==> config.mk <==
export PLATFORM = sky130hd
export DESIGN_NAME = alu_muldiv_iter
export DESIGN_NICKNAME = d
export VERILOG_FILES = /design/src/rtl/alu_muldiv_iter.sv
export SDC_FILE = /design/constraint.sdc
export NUM_CORES = 1
export LEC_CHECK = 0
export CORE_MARGIN = 4
export CORE_UTILIZATION = 57
export DETAILED_ROUTE_END_ITERATION = 8
export PLACE_DENSITY = 0.87
export SLEW_MARGIN = 25
export SYNTH_ARGS = -nofsm -noshare
export SYNTH_HDL_FRONTEND = slang
export SYNTH_SLANG_ARGS = --single-unit
==> constraint.sdc <==
create_clock -name clk -period 2.8 [get_ports clk]
set_input_delay 0.56 -clock clk [delete_from_list [all_inputs] [get_ports clk]]
set_output_delay 0.56 -clock clk [all_outputs]
set_load 0.05 [all_outputs]
==> src/rtl/alu_muldiv_iter.sv <==
// alu_muldiv_iter: iterative unsigned shift-add multiply / restoring divide, one bit per cycle,
// with a start/busy/done handshake and a registered result.
module alu_muldiv_iter #(
  parameter int WIDTH = 6
) (
  input  logic             clk,
  input  logic             rst,
  input  logic [WIDTH-1:0] In_a,
  input  logic [WIDTH-1:0] In_b,
  input  logic [1:0]       Op,
  input  logic             Start,
  output logic             Busy,
  output logic             Done,
  output logic [WIDTH-1:0] Result
);
  localparam int CW = $clog2(WIDTH);
  typedef enum logic {IDLE, RUN} state_t;
  state_t             r_state, w_state_nxt;
  logic [CW-1:0]      r_cnt;
  logic [1:0]         r_op;
  logic               r_dz;
  logic               r_done;
  logic [WIDTH-1:0]   r_b;
  logic [2*WIDTH-1:0] r_prod;
  logic [WIDTH:0]     r_rem;
  logic [WIDTH-1:0]   r_quo;
  logic [WIDTH-1:0]   r_result;
  logic               w_acc;
  logic               w_fin;
  logic [WIDTH:0]     w_sum;
  logic [2*WIDTH-1:0] w_prod_nxt;
  logic [WIDTH:0]     w_rem_sh;
  logic [WIDTH:0]     w_diff;
  logic               w_ge;
  logic [WIDTH:0]     w_rem_nxt;
  logic [WIDTH-1:0]   w_quo_nxt;
  logic [WIDTH-1:0]   w_res;
  assign w_acc  = (r_state == IDLE) && Start;
  assign w_fin  = (r_state == RUN) && (r_dz || r_cnt == CW'(WIDTH - 1));
  assign Busy   = (r_state == RUN);
  assign Done   = r_done;
  assign Result = r_result;
  always_comb begin
    w_state_nxt = r_state;
    if (w_acc) w_state_nxt = RUN;
    else if (w_fin) w_state_nxt = IDLE;
  end
  // Carry of the add lands in the extra bit and becomes the product MSB after the shift.
  always_comb begin
    w_sum      = {1'b0, r_prod[2*WIDTH-1:WIDTH]} + {1'b0, r_prod[0] ? r_b : {WIDTH{1'b0}}};
    w_prod_nxt = {w_sum, r_prod[WIDTH-1:1]};
    w_rem_sh   = (r_rem << 1) | {{WIDTH{1'b0}}, r_quo[WIDTH-1]};
    w_diff     = w_rem_sh - {1'b0, r_b};
    w_ge       = w_rem_sh >= {1'b0, r_b};
    w_rem_nxt  = w_ge ? w_diff : w_rem_sh;
    w_quo_nxt  = {r_quo[WIDTH-2:0], w_ge};
    w_res      = !r_op[1] ? (r_op[0] ? w_prod_nxt[2*WIDTH-1:WIDTH] : w_prod_nxt[WIDTH-1:0])
               : r_dz     ? (r_op[0] ? r_quo : {WIDTH{1'b1}})
               : (r_op[0] ? w_rem_nxt[WIDTH-1:0] : w_quo_nxt);
  end
  always_ff @(posedge clk or posedge rst) begin
    if (rst) r_state <= IDLE;
    else r_state <= w_state_nxt;
  end
  always_ff @(posedge clk or posedge rst) begin
    if (rst) begin
      r_cnt    <= '0;
      r_op     <= '0;
      r_dz     <= 1'b0;
      r_done   <= 1'b0;
      r_b      <= '0;
      r_prod   <= '0;
      r_rem    <= '0;
      r_quo    <= '0;
      r_result <= '0;
    end else begin
      r_done <= w_fin;
      if (w_fin) r_result <= w_res;
      if (w_acc) begin
        r_op   <= Op;
        r_b    <= In_b;
        r_dz   <= Op[1] && (In_b == '0);
        r_prod <= {{WIDTH{1'b0}}, In_a};
        r_rem  <= '0;
        r_quo  <= In_a;
        r_cnt  <= '0;
      end else if (r_state == RUN) begin
        r_prod <= w_prod_nxt;
        r_rem  <= w_rem_nxt;
        r_quo  <= w_quo_nxt;
        r_cnt  <= w_fin ? '0 : r_cnt + CW'(1);
      end
    end
  end
endmodule

# Yosys cells after proc, flatten, opt, wreduce, memory -nomap -nowiden
# Index checks and enable logic that the tools add are counted.
[word_totals]
register_bits = 44
output_inout_bits = 8
input_bits = 17
wordCells = 42
[classes]
muxes = 18
n_lt_le_gt_ge = 1
reduce_logical = 7
addsub = 3
n_bitwise = 2
eq_ne = 1
[op_table]
columns = ["operator", "n"]
rows = [
  ["$mux W6", 11],
  ["$mux W12", 2],
  ["$mux W3", 3],
  ["$add A6 B6 Y7", 1],
  ["$ge A7 B6 Y1", 1],
  ["$or A7 B1 Y7", 1],
  ["$logic_not A6 Y1", 1],
  ["$sub A6 B6 Y6", 1],
  ["$reduce_bool A2 Y1", 2],
  ["$add A3 B1 Y3 const B", 1],
  ["$eq A3 B3 Y1 const B", 1],
  ["$logic_and A1 B1 Y1", 3],
  ["$mux W1", 2],
  ["$logic_or A1 B1 Y1", 1],
  ["$not A1 Y1", 1],
]

# Depth between registers and ports, before layout
# Gate-level depths: netlist (run 1).
[depth]
ltp_word = 6
ltp_mapped = 10
mapped_depth_nobuf = 10

# Worst setup path before layout (run 1)
# No wires, ideal clock.
[synth_path]
kind = "register -> register"
startpoint = "register r_prod[0]"
endpoint = "register r_result[4], in the netlist Result[4]"
t_required_ns = 2.678
path_stages_with_launch = 9
arrival_time_ns = 2.073
path_slack_ns = 0.605
n_path_buf = 0
period_less_slack_ns = 2.195
setup_time_ns = 0.122
cell_sequence = "dfrtp_1 > and2_1 > ha_1 > and3_1 > a221o_1 > nor3_2 > a21oi_1 > or3_1 > a32o_1"
[synth_via]
elab_chain_len = 4
[synth_rtl]
columns = ["item", "line", "text"]
rows = [
  ["start: declaration", "24", "logic [2*WIDTH-1:0] r_prod;"],
  ["start signal: assignment", "83", "r_prod <= {{WIDTH{1'b0}}, In_a};"],
  ["start signal: assignment", "88", "r_prod <= w_prod_nxt;"],
  ["$mux W6", "50", "w_sum = {1'b0, r_prod[2*WIDTH-1:WIDTH]} + {1'b0, r_prod[0] ? r_b : {WIDTH{1'b0}}};"],
  ["$add A6 B6 Y7", "50", ""],
  ["$mux W6 (2 in a row)", "57", "w_res = !r_op[1] ? (r_op[0] ? w_prod_nxt[2*WIDTH-1:WIDTH] : w_prod_nxt[WIDTH-1:0])"],
  ["end signal: assignment", "78", "if (w_fin) r_result <= w_res;"],
  ["end: declaration", "27", "logic [WIDTH-1:0] r_result;"],
]
# Every way passes these cells.
# A chain may end at the register's enable or synchronous reset.

# Final worst setup path (run 1)
# Ends and elaborated chain as after synthesis.

==> results.py, run 1 <==
metrics = {
    "cells_and_area": {
        "drive_above_1_share_pct": 6.984,
        "instances_no_fill": 367,
        "fin_util_pct": 68.85,
        "areaGrowthSynthToFinish_pct": 14.35,
        "fin_nets": 348,
        "antenna_cells": 0,
        "finalInstanceArea_um2": 3080,
    },
    "clocking": {
        "clkLatencyLatePin_ns": 0.31,
        "cts_buffer_depth": 2,
        "clock-sinks": 44,
        "post_cts_resized": 0,
        "cts-root-buf": "clkbuf_8",
        "cts.reportedPaths.clkPinSlew_ns": 0.09,
        "tritoncts": "built",
        "htreeDepth": 2,
        "cts_hold_buf": 0,
        "cts-buffers-inserted": 5,
        "cts_setup_buffers": 0,
    },
    "placement": {
        "dp.cells": 359,
        "hpwl_mm": 4.835,
        "gp_congestion": 0.8332,
        "dpl-instance-area_um2": 2959,
        "portBuffers": 24,
    },
    "worst_hold_path": {
        "hold_depth": 2,
        "hold_class": "reg -> reg",
        "worstHoldEndpoint": "Result[1]$_DFFE_PP0P_",
        "hold_start": "Result[1]$_DFFE_PP0P_",
    },
    "global_route": {
        "grt.met1_usage_pct": 30.42,
        "grt_use_met3_pct": 5.504,
        "grt_pass1_vias": 2356,
        "antenna_found_initial": 0,
        "grt_max_degree": 45,
        "track_usage_pct": 24.30,
        "grt_pass1_wl_mm": 11.40,
        "busiest_layer": "met2",
        "grt_overflow": 0,
        "grtUsageMet2_pct": 40.85,
    },
    "pwr": {
        "power_density_nw_per_um2": 1313,
        "peakVddDrop_v": 0.0006465,
        "p_leak_nw": 1.399,
    },
    "timing": {
        "clock.fmax_mhz": 401.4,
        "rsz0062_at_grt": "false",
        "slew_violations": 0,
        "final_hold_viol_count": 0,
        "whs_ns": 0.5123,
        "worst_pin_slew_ns": 0.7964,
        "setup_viol": 0,
        "fin_worst_skew_ns": 0.009281,
        "maxSlewHeadroom_pct": 46.91,
        "fin_tns_setup_ns": 0,
        "post-route-period-util_pct": 88.98,
        "layout_min_cycle_time_ns": 2.491,
    },
    "yosys": {
        "syn_nets": 328,
        "synth_cell_type_count": 55,
        "synth_edf_count": 0,
        "avgSynthCellArea_um2": 9.163,
        "ys_ff_latch": 44,
        "ys_seq_area_share_pct": 40.87,
        "syn_area_um2": 2694,
        "ys.flop_type": "dfrtp_1",
        "synth-async-reset-ratio_pct": 100.0,
        "yosysWarnings": 0,
        "syn_inst": 294,
    },
    "routing": {
        "routed_wl_mm": 6.772,
        "drt_iter0_drc": 353,
        "drtPass1Iterations": 6,
        "drc": 0,
        "avgViaCountPerCell": 6.183,
        "postRouteAntennaNets": 0,
        "wire_per_inst_um": 18.45,
        "routed-via-count": 2269,
    },
    "worst_setup_path": {
        "required_ns": 2.99,
        "crit_arrival_ns": 2.68,
        "reg2reg_slack_ns": 0.31,
        "rr_endpoint": "Result[4]$_DFFE_PP0P_",
        "crit_type": "reg -> reg",
        "cp-end-kind": "flop",
        "reg2reg_from": "r_prod[0]$_DFFE_PP0P_",
        "critPathMaxStageDelay_ns": 0.49,
        "cp_cell_sequence": "and2_1 > ha_1 > and3_1 > a221o_1 > nor3_2 > a21oi_1 > or3_1 > a32o_1",
        "critPathLaunch": "r_prod[0]$_DFFE_PP0P_",
        "worst_r2r_path_depth": 8,
        "critPathLaunchType": "flop",
        "cp_max_fo": 7,
        "crit_path_top_delay_cell": "dfrtp_1",
    },
    "floorplanning": {
        "rows": 24,
        "die_h_um": 76.75,
        "core_area_um2": 4474,
        "ios": 25,
        "dieArea_um2": 5890,
        "chipWidth_um": 76.75,
        "initial_core_util_pct": 60.21,
    },
    "outcome": {
        "status": "finished, final reports clean",
    },
    "run": {
        "cap_violations": 0,
    },
}
metal layers:
layer  part of all wire [%]  up-vias  wire length (um)
met4                    2.0        0               137
li1                       -     1082                 -
met5                      0        -                 0
met3                    7.2       14               485
met1                     42     1078              2848
met2                     49       95              3300
metrics by stage:
step | power (mW) | setup slack [ns]
floorplan | 2.878 | 0.6051
global placement | 3.346 | 0.3969
detailed placement | 3.460 | 0.3550
CTS | 4.015 | 0.3279
global route | 4.330 | 0.2209
finish | 4.046 | 0.3085
cell usage in the layout (no fill, tap or decap), types with 2 or more instances in the layout:
master and instances:
mux2i_1 19, o221ai_1 2, a21oi_1 12, a31oi_1 3
nor3_1 3, inv_1 19, nor2b_1 4, clkbuf_8 6
clkdlybuf4s50_1 23, o211ai_1 3, and2_1 5, fa_1 2
ha_1 15, and3_1 2, or3_1 2, o31ai_1 2
o311ai_0 2, xnor2_1 3, o21ai_0 36, nand3b_1 3
nand2b_1 4, clkinv_1 2, nor2_1 11, dfrtp_1 44
o21a_1 2, o22ai_1 4, nand2_1 44, buf_4 5
mux2_2 2, nand3_1 5
worst max-delay path by stage:
stage / endpoint / depth (start not counted)
final: Result[4]$_DFFE_PP0P_ / 8
after global routing: Result[4]$_DFFE_PP0P_ / 8
after CTS: Result[4]$_DFFE_PP0P_ / 8
after detailed placement: Result[4]$_DFFE_PP0P_ / 8
after global placement: Result[4]$_DFFE_PP0P_ / 8
after floorplan: Result[4]$_DFFE_PP0P_ / 8
state kept, by name, summed over array words and instances (netlist names):
register and flops:
r_prod 12, Result 6, r_b 6, r_quo 6
r_rem 6, r_cnt 3, r_op 2, Busy 1
Done 1, r_dz 1
cells in the mapped netlist (all sizes together), types with 4 or more instances:
| cell type | number | share of area [%] |
|---|---|---|
| buf | 5 | 1.1 |
| o21ai | 37 | 7.0 |
| inv | 20 | 2.8 |
| ha | 15 | 7.0 |
| nand3 | 5 | 0.93 |
| o22ai | 4 | 0.93 |
| nor3 | 4 | 0.93 |
| nor2 | 11 | 1.5 |
| nor2b | 4 | 0.93 |
| mux2i | 19 | 7.1 |
| and2 | 5 | 1.2 |
| a21oi | 13 | 2.8 |
| nand2b | 4 | 0.93 |
| dfrtp | 44 | 41 |
| clkbuf | 10 | 1.4 |
| nand2 | 44 | 6.1 |
final cells by class:
type / count / area (um^2)
inverter: 21 / 78.83
timing repair buffer: 28 / 267.8
sequential: 44 / 1101
clock inverter: 2 / 38.79
tap: 52 / 65.06
clock buffer: 6 / 82.58
multi-input combinational: 214 / 1446
fill: 336 / 1394
cell families (layout without fill, tap and decap cells):
group           after synthesis  after routing  synth area share (%)
buf+inv                      36             57                 5.434
flops                        44             44                 40.87
fa+ha+maj                    17             17                 8.453
simple gates                 88             88                 15.37
compound gates               83             83                 20.11
mux                          22             22                 8.453
xor+xnor                      4              4                 1.301
where the power goes:
part	internal, mW	leakage (nW)	switching, mW
logic	0.922	0.790	1.31
registers	0.928	0.547	0.357
clock network	0.292	0.0614	0.233
total	2.14	1.40	1.90
critical path: cells and delay by family (launching register included):
family	cells	cell delay, ns
adder cells (fa/ha/maj)	1	0.33
flip-flops	1	0.49
AND/OR/NAND/NOR	4	0.89
AO/OA/AOI/OAI	3	0.66
Note: power is estimated with default switching activity, not from simulation.
==> run 2, diff against run 1 <==
--- a/config.mk
+++ b/config.mk
@@ -5,8 +5,10 @@
 export SDC_FILE = /design/constraint.sdc
 export NUM_CORES = 1
 export LEC_CHECK = 0
+export CAP_MARGIN = 20
 export CORE_MARGIN = 4
 export CORE_UTILIZATION = 57
+export CTS_CLUSTER_DIAMETER = 100
 export DETAILED_ROUTE_END_ITERATION = 8
 export PLACE_DENSITY = 0.87
 export SLEW_MARGIN = 25
==> results of run 2 <==
Same layout as run 1: the final DEF is identical, and so are final timing and power.
==> run 3, diff against run 2 <==
--- a/config.mk
+++ b/config.mk
@@ -8,7 +8,6 @@
 export CAP_MARGIN = 20
 export CORE_MARGIN = 4
 export CORE_UTILIZATION = 57
-export CTS_CLUSTER_DIAMETER = 100
 export DETAILED_ROUTE_END_ITERATION = 8
 export PLACE_DENSITY = 0.87
 export SLEW_MARGIN = 25
==> results of run 3 <==
Same layout as run 1: the final DEF is identical, and so are final timing and power.
